## config.mk

```make
export PLATFORM = sky130hd
export DESIGN_NAME = spi_master_fifo
export DESIGN_NICKNAME = d
export VERILOG_FILES = /design/src/rtl/spi_master_fifo.sv
export SDC_FILE = /design/constraint.sdc
export NUM_CORES = 1
export LEC_CHECK = 0
export BUFFER_PORTS_ARGS = -buffer_cell sky130_fd_sc_hd__buf_2
export CORE_ASPECT_RATIO = 2
export CORE_UTILIZATION = 30
export DETAILED_ROUTE_END_ITERATION = 7
export MAX_ROUTING_LAYER = met4
export PLACE_DENSITY_LB_ADDON = 0.2
export SKIP_LAST_GASP = 1
export SLEW_MARGIN = 20
export SYNTH_ARGS = -nofsm -noshare
export SYNTH_HDL_FRONTEND = slang
export SYNTH_SLANG_ARGS = --single-unit
```

## constraint.sdc

```tcl
create_clock -name clk -period 5.5 [get_ports clk]
set_input_delay 0.825 -clock clk [delete_from_list [all_inputs] [get_ports clk]]
set_output_delay 0.825 -clock clk [all_outputs]
set_load 0.02 [all_outputs]
```

## src/rtl/spi_master_fifo.sv

```systemverilog
// Buffering front end for spi_master: host TX FIFO feeding the core's tx_buf, core rx_buf drained into a host RX FIFO.
// Optional build macro SPI_MASTER_FIFO_RX_OVERWRITE_EN: on RX overflow discard the oldest word instead of the new one.
module spi_master_fifo #(
    parameter int WIDTH = 8,
    parameter int DEPTH = 8
) (
    input  logic                   clk,
    input  logic                   rst_n,
    input  logic [WIDTH-1:0]       host_tx_data,
    input  logic                   host_tx_valid,
    output logic                   host_tx_ready,
    output logic [WIDTH-1:0]       host_rx_data,
    output logic                   host_rx_valid,
    input  logic                   host_rx_ready,
    input  logic                   tx_flush,
    output logic [$clog2(DEPTH):0] tx_count,
    output logic [$clog2(DEPTH):0] rx_count,
    output logic                   rx_overflow,
    input  logic                   clear_overflow,
    output logic [WIDTH-1:0]       core_tx_data,
    output logic                   core_wr_en,
    input  logic                   core_tx_not_empty,
    input  logic [WIDTH-1:0]       core_rx_data,
    input  logic                   core_rx_not_empty,
    output logic                   core_read
);

    localparam int AW = $clog2(DEPTH);
    localparam int CW = AW + 1;
    localparam logic [CW-1:0] FULL = CW'(DEPTH);

    localparam logic [1:0] T_IDLE = 2'd0;
    localparam logic [1:0] T_PUSH = 2'd1;
    localparam logic [1:0] T_HOLD = 2'd2;
    localparam logic [0:0] R_IDLE = 1'b0;
    localparam logic [0:0] R_HOLD = 1'b1;

    // ---------------- TX FIFO + feeder ----------------
    logic [WIDTH-1:0] r_tx_mem [DEPTH];
    logic [AW-1:0]    r_tx_wptr, r_tx_rptr;
    logic [CW-1:0]    r_tx_count;
    logic [1:0]       r_tx_state;
    logic [WIDTH-1:0] r_core_tx_data;
    logic             r_core_wr_en;
    logic             w_tx_push, w_tx_pop;

    assign host_tx_ready = (r_tx_count != FULL);
    assign w_tx_push     = host_tx_valid && host_tx_ready && !tx_flush;
    assign w_tx_pop      = (r_tx_state == T_IDLE) && (r_tx_count != '0) &&
                           !core_tx_not_empty && !tx_flush;

    always_ff @(posedge clk) begin
        if (w_tx_push) r_tx_mem[r_tx_wptr] <= host_tx_data;
    end

    always_ff @(posedge clk or negedge rst_n) begin
        if (!rst_n) begin
            r_tx_wptr  <= '0;
            r_tx_rptr  <= '0;
            r_tx_count <= '0;
        end else if (tx_flush) begin
            r_tx_wptr  <= '0;
            r_tx_rptr  <= '0;
            r_tx_count <= '0;
        end else begin
            if (w_tx_push) r_tx_wptr <= r_tx_wptr + AW'(1);
            if (w_tx_pop)  r_tx_rptr <= r_tx_rptr + AW'(1);
            if (w_tx_push && !w_tx_pop)      r_tx_count <= r_tx_count + CW'(1);
            else if (!w_tx_push && w_tx_pop) r_tx_count <= r_tx_count - CW'(1);
        end
    end

    // T_HOLD is a guard cycle so the core's registered tx_not_empty is seen before the next pop.
    always_ff @(posedge clk or negedge rst_n) begin
        if (!rst_n) begin
            r_tx_state     <= T_IDLE;
            r_core_tx_data <= '0;
            r_core_wr_en   <= 1'b0;
        end else begin
            case (r_tx_state)
                T_IDLE: begin
                    if (w_tx_pop) begin
                        r_tx_state     <= T_PUSH;
                        r_core_tx_data <= r_tx_mem[r_tx_rptr];
                        r_core_wr_en   <= 1'b1;
                    end
                end
                T_PUSH: begin
                    r_tx_state   <= T_HOLD;
                    r_core_wr_en <= 1'b0;
                end
                default: r_tx_state <= T_IDLE;
            endcase
        end
    end

    assign tx_count     = r_tx_count;
    assign core_tx_data = r_core_tx_data;
    assign core_wr_en   = r_core_wr_en;

    // ---------------- RX drain + FIFO ----------------
    logic [WIDTH-1:0] r_rx_mem [DEPTH];
    logic [AW-1:0]    r_rx_wptr, r_rx_rptr;
    logic [CW-1:0]    r_rx_count;
    logic [0:0]       r_rx_state;
    logic             r_core_read;
    logic             r_rx_overflow;
    logic             w_rx_wr, w_rx_pop, w_rx_full, w_rx_ovf, w_rx_store, w_rx_radv;

    assign w_rx_wr   = (r_rx_state == R_IDLE) && core_rx_not_empty;
    assign w_rx_pop  = host_rx_valid && host_rx_ready;
    assign w_rx_full = (r_rx_count == FULL);
    assign w_rx_ovf  = w_rx_wr && w_rx_full && !w_rx_pop;
`ifdef SPI_MASTER_FIFO_RX_OVERWRITE_EN
    assign w_rx_store = w_rx_wr;
`else
    assign w_rx_store = w_rx_wr && !w_rx_ovf;
`endif
    // An overwriting store into a full FIFO lands on the oldest slot, so the head moves on.
    assign w_rx_radv = w_rx_pop || (w_rx_store && w_rx_ovf);

    always_ff @(posedge clk) begin
        if (w_rx_store) r_rx_mem[r_rx_wptr] <= core_rx_data;
    end

    always_ff @(posedge clk or negedge rst_n) begin
        if (!rst_n) begin
            r_rx_wptr  <= '0;
            r_rx_rptr  <= '0;
            r_rx_count <= '0;
        end else begin
            if (w_rx_store) r_rx_wptr <= r_rx_wptr + AW'(1);
            if (w_rx_radv)  r_rx_rptr <= r_rx_rptr + AW'(1);
            if (w_rx_store && !w_rx_pop && !w_rx_full) r_rx_count <= r_rx_count + CW'(1);
            else if (w_rx_pop && !w_rx_store)          r_rx_count <= r_rx_count - CW'(1);
        end
    end

    always_ff @(posedge clk or negedge rst_n) begin
        if (!rst_n) begin
            r_rx_state    <= R_IDLE;
            r_core_read   <= 1'b0;
            r_rx_overflow <= 1'b0;
        end else begin
            if (r_rx_state == R_IDLE) begin
                if (w_rx_wr) begin
                    r_rx_state  <= R_HOLD;
                    r_core_read <= 1'b1;
                end
            end else begin
                r_rx_state  <= R_IDLE;
                r_core_read <= 1'b0;
            end
            if (w_rx_ovf)            r_rx_overflow <= 1'b1;
            else if (clear_overflow) r_rx_overflow <= 1'b0;
        end
    end

    assign host_rx_valid = (r_rx_count != '0);
    assign host_rx_data  = host_rx_valid ? r_rx_mem[r_rx_rptr] : '0;
    assign rx_count      = r_rx_count;
    assign rx_overflow   = r_rx_overflow;
    assign core_read     = r_core_read;

endmodule

```

# [Word-level counts from Yosys, hierarchy flattened]
# Memories as Yosys holds them, arrays and structs flattened. A register that Yosys moved wholly into a read port is not among the register bits.
# Index checks and enable logic that the tools add are counted.
[totals] mem_count=2 ramBits=128 ff_bits=26
[mem_list] memory="r_rx_mem" words=8 width=8 read_ports=1 rd_ports_with_merged_regs=0 write_ports=1 line_no="102" source="logic [WIDTH-1:0] r_rx_mem [DEPTH];"
[mem_list] memory="r_tx_mem" words=8 width=8 read_ports=1 rd_ports_with_merged_regs=1 write_ports=1 line_no="39" source="logic [WIDTH-1:0] r_tx_mem [DEPTH];"
[op_classes] mux=24 reduce_logical=38 eq_ne=4 n_bitwise=1 add_sub_neg=8
[op_table] operator="4-bit 2-to-1 mux" count=5
[op_table] operator="1-bit logical AND" count=16
[op_table] operator="3-bit by 1-bit adder with 3-bit output (second input constant)" count=4
[op_table] operator="3-bit 2-to-1 mux" count=4
[op_table] operator="2-bit nonzero test" count=6
[op_table] operator="1-bit 2-to-1 mux" count=11
[op_table] operator="1-bit zero test" count=9
[op_table] operator="4-bit by 1-bit adder with 4-bit output (second input constant)" count=2
[op_table] operator="8-bit 2-to-1 mux" count=1
[op_table] operator="4-bit nonzero test" count=2
[op_table] operator="4-bit by 1-bit subtractor with 4-bit output (second input constant)" count=2
[op_table] operator="4-bit == test (second input constant)" count=1
[op_table] operator="4-bit != test (second input constant)" count=1
[op_table] operator="2-bit one-hot mux with 2 select lines" count=1
[op_table] operator="2-bit AND reduction" count=2
[op_table] operator="3-bit nonzero test" count=1
[op_table] operator="2-bit by 1-bit == test with 1-bit output (second input constant)" count=1
[op_table] operator="2-bit zero test" count=1
[op_table] operator="2-bit 2-to-1 mux" count=1
[op_table] operator="2-bit != test (second input constant)" count=1
[op_table] operator="1-bit one-hot mux with 2 select lines" count=1
[op_table] operator="1-bit logical OR" count=1
[op_table] operator="1-bit inverter" count=1

# [Depth between registers and ports, before layout]
# Gate-level depths: netlist of the first run.
[logic_depth] depth_word=10 mapped_depth=10 ltp_nobuf=9

# [Worst setup path before layout of the first run]
# No wires, ideal clock.
[synth_timing] path_kind="input -> register" start="input port host_rx_ready" end="memory r_rx_mem[0][0], enable pin" setup_ns=0.383 slack_ns=2.932 path_stages=5 t_required_ns=5.117 arrival_ns=2.185 path_cell_list="clkbuf_1 -> inv_1 -> a21oi_1 -> nand2b_1 -> nor3_1"
[synth_between] elab_chain_len=7
[synth_rtl] item="start, declared" line_no="14" source="input logic host_rx_ready,"
[synth_rtl] item="1-bit logical AND" line_no="111" source="assign w_rx_pop = host_rx_valid && host_rx_ready;"
[synth_rtl] item="1-bit zero test" line_no="113" source="assign w_rx_ovf = w_rx_wr && w_rx_full && !w_rx_pop;"
[synth_rtl] item="1-bit logical AND" line_no="113"
[synth_rtl] item="1-bit zero test" line_no="117" source="assign w_rx_store = w_rx_wr && !w_rx_ovf;"
[synth_rtl] item="1-bit logical AND" line_no="117"
[synth_rtl] item="1-bit 2-to-1 mux" line_no="123" source="if (w_rx_store) r_rx_mem[r_rx_wptr] <= core_rx_data;"
[synth_rtl] item="1-bit 2-to-1 mux (implied by the code)" line_no="123"
[synth_rtl] item="end, declared" line_no="102"
# No other way between the ends.

# [Worst setup path in the final report of the first run]
[layout_timing] start="register r_rx_rptr[1]" end="output port host_rx_data[4]"
[layout_between] elab_chain_len=2
[layout_rtl] item="start, declared" line_no="103" source="logic [AW-1:0] r_rx_wptr, r_rx_rptr;"
[layout_rtl] item="start signal, assigned" line_no="133" source="if (w_rx_radv) r_rx_rptr <= r_rx_rptr + AW'(1);"
[layout_rtl] item="memory 8 x 8 bit"
[layout_rtl] item="8-bit 2-to-1 mux" line_no="160" source="assign host_rx_data = host_rx_valid ? r_rx_mem[r_rx_rptr] : '0;"
[layout_rtl] item="end, declared" line_no="12" source="output logic [WIDTH-1:0] host_rx_data,"
# No other way between the ends.

==> results of run 1 <==
[worst max path at each step]
stage                     slack, ps         endpoint               from  cells past startpoint
after floorplan                2930   r_rx_mem[0][0]      host_rx_ready                      5
after global placement         2490   r_rx_mem[1][1]  core_rx_not_empty                      5
after detailed placement       2410   r_rx_mem[1][4]  core_rx_not_empty                      5
after CTS                      2480  host_rx_data[4]       r_rx_rptr[1]                      4
after global routing           2400  host_rx_data[1]       r_rx_rptr[1]                      4
final                          2530  host_rx_data[4]       r_rx_rptr[1]                      4
[final cells by class]
class | instances | area [um2] | share of cell area, %
Sequential cell | 162 | 4690 | 60.1
Timing Repair Buffer | 54 | 275 | 3.52
Clock buffer | 17 | 425 | 5.45
Inverter | 9 | 33.8 | 0.433
Clock inverter | 15 | 171 | 2.19
Tap cell | 273 | 342 | 4.37
Multi-Input combinational cell | 189 | 1870 | 23.9
[registers in the layout, indices dropped and copies added (netlist names), 3 cells and up]
register / flops
rx_count: 4
r_rx_mem: 64
r_tx_rptr: 3
r_rx_wptr: 3
r_tx_mem: 64
tx_count: 4
r_tx_wptr: 3
core_tx_data: 8
r_rx_rptr: 3
[synthesized netlist by cell type, types with 2 or more instances]
| library cell | number | area, um2 |
|---|---|---|
| nor4b_1 | 2 | 17.5 |
| inv_1 | 9 | 33.8 |
| nand2_1 | 13 | 48.8 |
| ha_1 | 8 | 100 |
| o21ai_0 | 4 | 20.0 |
| mux4_2 | 32 | 721 |
| a211o_1 | 2 | 17.5 |
| buf_1 | 4 | 15.0 |
| or3_1 | 4 | 25.0 |
| clkbuf_1 | 5 | 18.8 |
| nor3_1 | 7 | 35.0 |
| xnor2_1 | 5 | 43.8 |
| mux2_2 | 18 | 203 |
| a21oi_1 | 7 | 35.0 |
| fa_1 | 2 | 40.0 |
| dfrtp_1 | 34 | 851 |
| buf_6 | 2 | 22.5 |
| nand2b_1 | 7 | 43.8 |
| nor3b_2 | 2 | 25.0 |
| nand3_1 | 7 | 35.0 |
| nor2_1 | 31 | 116 |
| and2_1 | 2 | 12.5 |
| edfxtp_1 | 128 | 3840 |
| nor2_2 | 2 | 12.5 |
| buf_2 | 2 | 10.0 |
| mux2i_1 | 9 | 90.1 |
| xor2_1 | 6 | 52.6 |
[metrics by stage]
stage               power [uW]  area (um2)  std cells
finish                    3900        7810        719
global route              4100        7810        719
CTS                       3960        7800        719
detailed placement        2750        7210        687
global placement          2730        7210        687
floorplan                 2420        6660        374
[cell families after synthesis]
| kind of cell | count (synthesis) | share of synthesized area (%) |
|---|---|---|
| muxes | 59 | 15.2 |
| AOI/OAI and AO/OA | 24 | 2.61 |
| buffers and inverters | 23 | 1.62 |
| DFF | 162 | 70.5 |
| adders and majority gates | 10 | 2.11 |
| xor gates and xnor gates | 11 | 1.45 |
| and+or+nand+nor | 85 | 6.45 |
[per-layer routing]
layer	vias up	GRT usage (%)
li1	1569	-
met1	1795	12.9
met2	66	25.8
met3	12	2.33
met4	0	4.68
met5	-	-
[where the power goes]
group / switching [uW] / total, uW / internal, uW
Sequential: 164 / 1650 / 1480
Combinational: 570 / 1050 / 483
Clock: 547 / 1200 / 649
Total: 1280 / 3900 / 2620
==> metrics.md, run 1 <==
| Metric | Value |
|---|---|
| CP Data Arrival Time | 2150 ps |
| Pwr/cell area | 499 nW/um2 |
| Post-Route M1 WL | a little under 5 mm |
| Primary FF master, synth | edfxtp_1 |
| R2R depth | 9 |
| Number of port buffers | 52 |
| CP bufs+invs | 1 |
| Slowest stage delay, CP | around 900 ps |
| Endpoints failing hold | 0 |
| Flop2flop setup slack | 2850 ps |
| Drt first pass iters | 4 |
| Peak VDD IR | about 210 uV |
| Slew Limit Fails | 0 |
| Setup_tns | 0 ps |
| Final setup fails | 0 |
| Die Ht | 213 um |
| Max Used Layer | met4 |
| # fillers | about 2100 |
| Num Clock Sinks | 162 |
| Worst min path class | reg -> reg |
| Crit-path leading delay family | flip-flops |
| Core area | 21700 um2 |
| Reg2reg start | tx_count[0] |
| Distinct cell type count after synthesis | 47 |
| Fin util | ~36% |
| Slew margin rel. | between 20% and 30% |
| Io pins | 53 |
| Synth warn | 0 |
| Die Wd | around 110 um |
| Area grow syn2layout | 17.4% |
| Placer Congestion | roughly 0.75 |
| Number of flops mapped to enable cells by yosys | between 100 and 150 |
| Worst Max-Slew Pin Slew | 1060 ps |
| Worst-path cell chain | mux4_2 > mux2i_1 > nor2_1 > buf_2 |
| FF+latch count, synth | between 150 and 200 |
| CTS tree | done |
| Global route overflow | 0 |
| Post-CTS Setup Bufs | 0 |
| Routed wire length | between 10 and 15 mm |
| Dpl hpwl | 9.55 mm |
| Hold_sp | r_rx_state |
| Commonest non-fill, non-tap cells in the layout | edfxtp_1 (128), buf_2 (52), dfrtp_1 (34) |
| Die area | about 23000 um2 |
| Number of global-route vias before repair | approximately 3700 |
| Unrepaired setup endpoints after global routing | no |
| Met3 WL | roughly 360 um |
| Inserted Clock Buffers | 17 |
| Metal2 WL | slightly above 8 mm |
| Maximum achievable frequency | about 340 MHz |
| Hold Path End | core_read |
| Status | finished, final reports clean |
| Setup ws final | about 2500 ps |
| GRT Overall Usage | 13.3% |
| Most common cell after layout, fill and taps aside | edfxtp_1 |
| Cts hold-fix bufs | 0 |
| # diodes | 0 |
| Final Hold Slack | between 400 and 500 ps |
| Hold Crit Depth | 1 |
| Largest net degree at the start of global routing | 35 |
| Clk pin slew, worst setup/hold paths | 70 ps |
| Post-synth ARST share | between 20% and 30% |
| Slowest-stage cell, CP | dfrtp_1 |
| Vias post-DR | around 3400 |
| Initial antenna violation count | 0 |
| Fin nets | around 470 |
| Reg2reg end | tx_count[3] |
| Layout cells sized above 1 | 32.5% |
| Global-route wire length before repair | 21.0 mm |
| Post-synthesis sequential area ratio | between 70 and 80% |
| Row count | 76 |
| Avg WL per Cell | around 19 um |
| Crit share post-route | between 50% and 60% |
| Initial drt markers | approximately 180 |
| Critical Setup Path Class | reg -> out |
| Crit path required time | about 4700 ps |
| Placement Setup Slack | between 2000 and 2500 ps |
| Maximum fanout along the worst path | 18 |
| Leakage power | between 0.002 and 0.003 uW |
| Worst skew pair latency | 420 ps |
| Residual DRC | 0 |
| Antenna viol nets, final | 0 |
| Syn nets | 408 |
| CTS Root Cell | clkbuf_16 |
| Initial Utilization | 30.7% |
| Crit. End Element | output pin |
| H-Tree Depth | 4 |
| Mapped Cells | approximately 370 |
| Mean post-synth cell area | 17.8 um2 |
| Final period demand of the worst path | 2970 ps |
| Mapped Area | 6660 um2 |
| Vias per cell | between 4 and 5 |
| Post-CTS Resized | 0 |
| Max Cap Viol | 0 |
| Worst clock skew | roughly 10 ps |
| Clock tree buffer depth | 2 |
| Setup crit start kind | register |
No activity file was read; power rests on OpenSTA's default activity.
==> inputs of run 2 (changes only) <==
clock period = 2.9 ns   (was 5.5 ns; I/O delays follow)
==> metrics.md, run 2 (synthesis gave the netlist of run 1 again) <==
| Metric | Value |
|---|---|
| Status | finished, final reports clean (unchanged) |
| Worst clock skew | 9.79 ps (was 9.73 ps) |
| Setup_tns | 0 ps (unchanged) |
| Worst Max-Slew Pin Slew | 962 ps (was 1060 ps) |
| Die area | 22800 um2 (unchanged) |
| Core area | 21700 um2 (unchanged) |
| Worst skew pair latency | 420 ps (about the same) |
| Drt first pass iters | 4 (unchanged) |
| Largest net degree at the start of global routing | 35 (unchanged) |
| Layout cells sized above 1 | 34.0% (was 32.5%) |
| H-Tree Depth | 4 (unchanged) |
| Inst Count DP | 706 (was 687) |
| Pwr/cell area | 937 nW/um2 (was 499 nW/um2) |
| Crit share post-route | 88.5% |
| Initial Utilization | 30.7% (unchanged) |
| Leakage power | 0.00283 uW (was 0.00275 uW) |
| GRT Overall Usage | 14.2% (was 13.3%) |
| Global-route wire length before repair | 22.4 mm (was 21.0 mm) |
| Setup crit start kind | register (unchanged) |
| Most common cell after layout, fill and taps aside | edfxtp_1 (unchanged) |
| Critical Setup Path Class | reg -> reg (was reg -> out) |
| Maximum achievable frequency | 390 MHz |
| Row count | 76 (unchanged) |
| Avg WL per Cell | 19.4 um (was 19.0 um) |
| Num Clock Sinks | 162 (unchanged) |
| Fin nets | 486 (was 467) |
| Initial antenna violation count | 0 (unchanged) |
| Global route overflow | 0 (unchanged) |
| Number of global-route vias before repair | 3897 (was 3730) |
| Clock tree buffer depth | 2 (unchanged) |
| Max Cap Viol | 0 (unchanged) |
| Crit. End Element | register (was output pin) |
| Inserted Clock Buffers | 17 (unchanged) |
| Crit path required time | 3160 ps (was 4680 ps) |
| R2R depth | 8 (was 9) |
| Vias post-DR | 3479 (was 3442) |
| Final setup fails | 0 (unchanged) |
| Slew Limit Fails | 0 (unchanged) |
| Post-CTS Resized | 0 (unchanged) |
| Clk pin slew, worst setup/hold paths | 70 ps (about the same) |
| Commonest non-fill, non-tap cells in the layout | edfxtp_1 (128), buf_2 (52), dfrtp_1 (34) (unchanged) |
| CP Data Arrival Time | 2820 ps (was 2150 ps) |
| # fillers | 2052 (was 2116) |
| Peak VDD IR | 501 uV (was 213 uV) |
| CTS tree | done (unchanged) |
| # diodes | 0 (unchanged) |
| Io pins | 53 (unchanged) |
| Fin cells | 738 (was 719) |
| Unrepaired setup endpoints after global routing | no (unchanged) |
| Slew margin rel. | 35.6% (was 28.5%) |
| CTS Root Cell | clkbuf_16 (unchanged) |
| Post-CTS Setup Bufs | 0 (unchanged) |
| Final period demand of the worst path | about 2600 ps |
| Vias per cell | 4.71 (was 4.79) |
| Die Wd | 107 um (unchanged) |
| Endpoints failing hold | 0 (unchanged) |
| Die Ht | 213 um (unchanged) |
| Placer Congestion | 0.780 (was 0.753) |
| Number of port buffers | 52 (unchanged) |
| Cts hold-fix bufs | 0 (unchanged) |
| Residual DRC | 0 (unchanged) |
| Dpl hpwl | 9.82 mm (was 9.55 mm) |
| Initial drt markers | 117 (was 176) |
| Routed wire length | 14.3 mm (was 13.6 mm) |
| Worst min path class | in -> async (was reg -> reg) |
| Area grow syn2layout | 19.0% (was 17.4%) |
| Antenna viol nets, final | 0 (unchanged) |
| Maximum fanout along the worst path | 8 (was 18) |
run 2: changes by cell type in the layout (fill, tap and decap cells not counted), moves of 2 or more:
cell      change
buf_4        +19
inv_8         -5
clkbuf_1      +4
nor3_1        +3
nor3_2        -3
clkinv_8      -2
run 2: final cells by class:
class | count | area [um2] | area share, %
sequential | 162 | 4690 | 59.3
multi-input combinational | 189 | 1850 | 23.4
clock buffer | 22 | 454 | 5.73
timing repair buffer | 73 | 418 | 5.28
tap | 273 | 342 | 4.31
clock inverter | 10 | 126 | 1.60
inverter | 9 | 33.8 | 0.426
run 2: stage by stage:
step	util, %	hold slack, ps	setup WS (ps)	instance area, um2	total power [uW]
2_1_floorplan	-	139	459	6660	4600
3_3_place_gp	33.9	404	460	7340	5240
3_5_place_dp	33.9	410	358	7340	5290
4_1_cts	36.5	173	303	7920	7550
5_1_grt	36.5	204	119	7920	7830
6_report	36.5	144	333	7920	7420
run 2: where the power goes:
part	total [uW]	switching, uW	internal [uW]
Sequential	3050	233	2810
Clock	2230	929	1310
Combinational	2140	1180	955
run 2: path summary, 6_finish.rpt:
path                            slack, ps              end      startpoint
max in group asynchronous            2180      tx_count[3]           rst_n
worst max register to register        330      tx_count[3]     tx_count[0]
min in group clk                      210      rx_overflow  clear_overflow
worst min-delay path                  140  core_tx_data[0]           rst_n
worst min register to register        410        core_read      r_rx_state
worst max-delay path                  330      tx_count[3]     tx_count[0]
run 2: routing by layer:
| layer | global-route usage (%) | wire length, um | vias up |
|---|---|---|---|
| li1 | - | - | 1607 |
| met1 | 13.5 | 5110 | 1781 |
| met2 | 27.4 | 8570 | 71 |
| met3 | 2.64 | 357 | 20 |
| met4 | 5.48 | 278 | 0 |
| met5 | - | 0 | - |
run 2: worst max-delay path, stage by stage, from the launching register on:
cell and delay [ps]:
dfrtp_1 450, or4_1 610, nand2_1 210, nand2_1 110, ha_1 330, a21oi_1 270, a21boi_0 130, mux2i_1 140
o311ai_0 150
==> inputs of run 3 (changes only) <==
BUFFER_PORTS_ARGS = default   (was -buffer_cell sky130_fd_sc_hd__buf_2)
DONT_BUFFER_PORTS = 1   (was default)
clock period = 3.2 ns   (was 2.9 ns; I/O delays follow)
==> metrics.md, run 3 (synthesis gave the netlist of run 1 again) <==
| Metric | Value |
|---|---|
| Status | finished, final reports clean (unchanged) |
| Leakage power | 0.00261 uW (was 0.00283 uW) |
| Final setup fails | 0 (unchanged) |
| Post-CTS Setup Bufs | 0 (unchanged) |
| Maximum achievable frequency | 379 MHz (was 390 MHz) |
| GRT Overall Usage | 13.3% (was 14.2%) |
| Slew Limit Fails | 0 (unchanged) |
| Initial drt markers | 119 (was 117) |
| Die Ht | 213 um (unchanged) |
| Drt first pass iters | 4 (unchanged) |
| Core area | 21700 um2 (unchanged) |
| Worst skew pair latency | 420 ps (about the same) |
| Endpoints failing hold | 0 (unchanged) |
| Inserted Clock Buffers | 17 (unchanged) |
| Avg WL per Cell | 19.7 um (was 19.4 um) |
| Peak VDD IR | 420 uV (was 501 uV) |
| CTS Root Cell | clkbuf_16 (unchanged) |
| Global route overflow | 0 (unchanged) |
| Clk pin slew, worst setup/hold paths | 60 ps (was 70 ps) |
| Maximum fanout along the worst path | 8 (unchanged) |
| Initial Utilization | 30.7% (unchanged) |
| Vias post-DR | 3261 (was 3479) |
| Routed wire length | 13.5 mm (was 14.3 mm) |
| Setup crit start kind | register (unchanged) |
| Worst min path class | in -> reg (was in -> async) |
| Clock tree buffer depth | 2 (unchanged) |
| Commonest non-fill, non-tap cells in the layout | edfxtp_1 (128), dfrtp_1 (34), mux4_2 (32) (was edfxtp_1 (128), buf_2 (52), dfrtp_1 (34)) |
| Number of port buffers | 0 (was 52) |
| Residual DRC | 0 (unchanged) |
| Largest net degree at the start of global routing | 35 (unchanged) |
| Critical Setup Path Class | reg -> reg (unchanged) |
| Most common cell after layout, fill and taps aside | edfxtp_1 (unchanged) |
| Die Wd | 107 um (unchanged) |
| Setup_tns | 0 ps (unchanged) |
| Max Cap Viol | 0 (unchanged) |
| Slew margin rel. | 33.4% (was 35.6%) |
| Area grow syn2layout | 14.9% (was 19.0%) |
| Placer Congestion | 0.764 (was 0.780) |
| Initial antenna violation count | 0 (unchanged) |
| H-Tree Depth | 4 (unchanged) |
| Dpl hpwl | 9.57 mm (was 9.82 mm) |
| Layout cells sized above 1 | 26.0% (was 34.0%) |
| Crit path required time | 3470 ps (was 3160 ps) |
| Io pins | 53 (unchanged) |
| Fin nets | 433 (was 486) |
| CTS tree | done (unchanged) |
| CP Data Arrival Time | 2900 ps (was 2820 ps) |
| # diodes | 0 (unchanged) |
| Global-route wire length before repair | 20.9 mm (was 22.4 mm) |
| Pwr/cell area | 837 nW/um2 (was 937 nW/um2) |
| Row count | 76 (unchanged) |
| Worst clock skew | 9.61 ps (was 9.79 ps) |
| Unrepaired setup endpoints after global routing | no (unchanged) |
| Final Hold Slack | 122 ps (was 144 ps) |
| Worst Max-Slew Pin Slew | 995 ps (was 962 ps) |
| Final period demand of the worst path | 2640 ps (was 2570 ps) |
| Num Clock Sinks | 162 (unchanged) |
| Crit share post-route | 82.4% (was 88.5%) |
| Die area | 22800 um2 (unchanged) |
| Crit. End Element | register (unchanged) |
| Antenna viol nets, final | 0 (unchanged) |
| Number of global-route vias before repair | 3564 (was 3897) |
| Vias per cell | 4.76 (was 4.71) |
[run 3: cell types whose count changed in the layout (fill, tap and decap cells not counted), sizes merged]
cell,previous run,this run
bufinv,2,1
clkinvlp,3,4
clkbuf,22,17
clkinv,1,6
buf,73,19
dlygate4sd3,0,1
[run 3: stage by stage]
stage | cell area [um2] | instances | power, uW | worst slack, ps | util, %
after global placement | 7060 | 651 | 4520 | 678 | 32.6
final | 7650 | 685 | 6400 | 563 | 35.3
after global routing | 7650 | 685 | 6760 | 432 | 35.3
after CTS | 7650 | 685 | 6520 | 567 | 35.3
after detailed placement | 7060 | 651 | 4550 | 587 | 32.6
after floorplan | 6660 | 374 | 4170 | 759 | -
[run 3: worst max-delay path, cell delays in order (launching register included)]
cell and delay [ps]:
dfrtp_1 520, or4_1 630, nand2_1 200, nand2_1 110, ha_1 330, a21oi_1 270
a21boi_0 140, mux2i_1 160, o311ai_0 140
[run 3: what timing repair did]
item	in CTS	in global routing
resized for setup	0	0
hold endpoints to repair	34	0
hold buffers	2	0
[run 3: layout make-up]
cell class / instances / area, um2
fillers: 2060 / 14000
flip-flops and latches: 162 / 4690
multi-input cells: 189 / 1850
clock buffers: 17 / 425
well taps: 273 / 342
repair buffers: 20 / 165
clock inverters: 15 / 134
inverters: 9 / 33.8
[run 3: worst paths after layout]
path | from | depth (start not counted) | endpoint | slack, ps
worst max-delay path | tx_count[0] | 8 | tx_count[3] | 560
max in group asynchronous | rst_n | 2 | tx_count[3] | 2470
worst min-delay path | tx_flush | 1 | tx_count[1] | 120
worst min register to register | r_rx_state | 1 | core_read | 420
min in group asynchronous | rst_n | 2 | core_tx_data[0] | 510
worst max register to register | tx_count[0] | 8 | tx_count[3] | 560
[run 3: metal layers]
layer	track usage (%)	up-vias	routed length, um
met2	26.2	58	8400
met3	2.91	8	490
met5	-	-	0
li1	-	1502	-
met4	4.82	0	115
met1	12.0	1693	4520
[run 3: report_power, final]
part / total, uW / internal (uW) / switching, uW
Sequential: 2980 / 2550 / 427
Clock: 1930 / 1080 / 849
Combinational: 1500 / 731 / 768
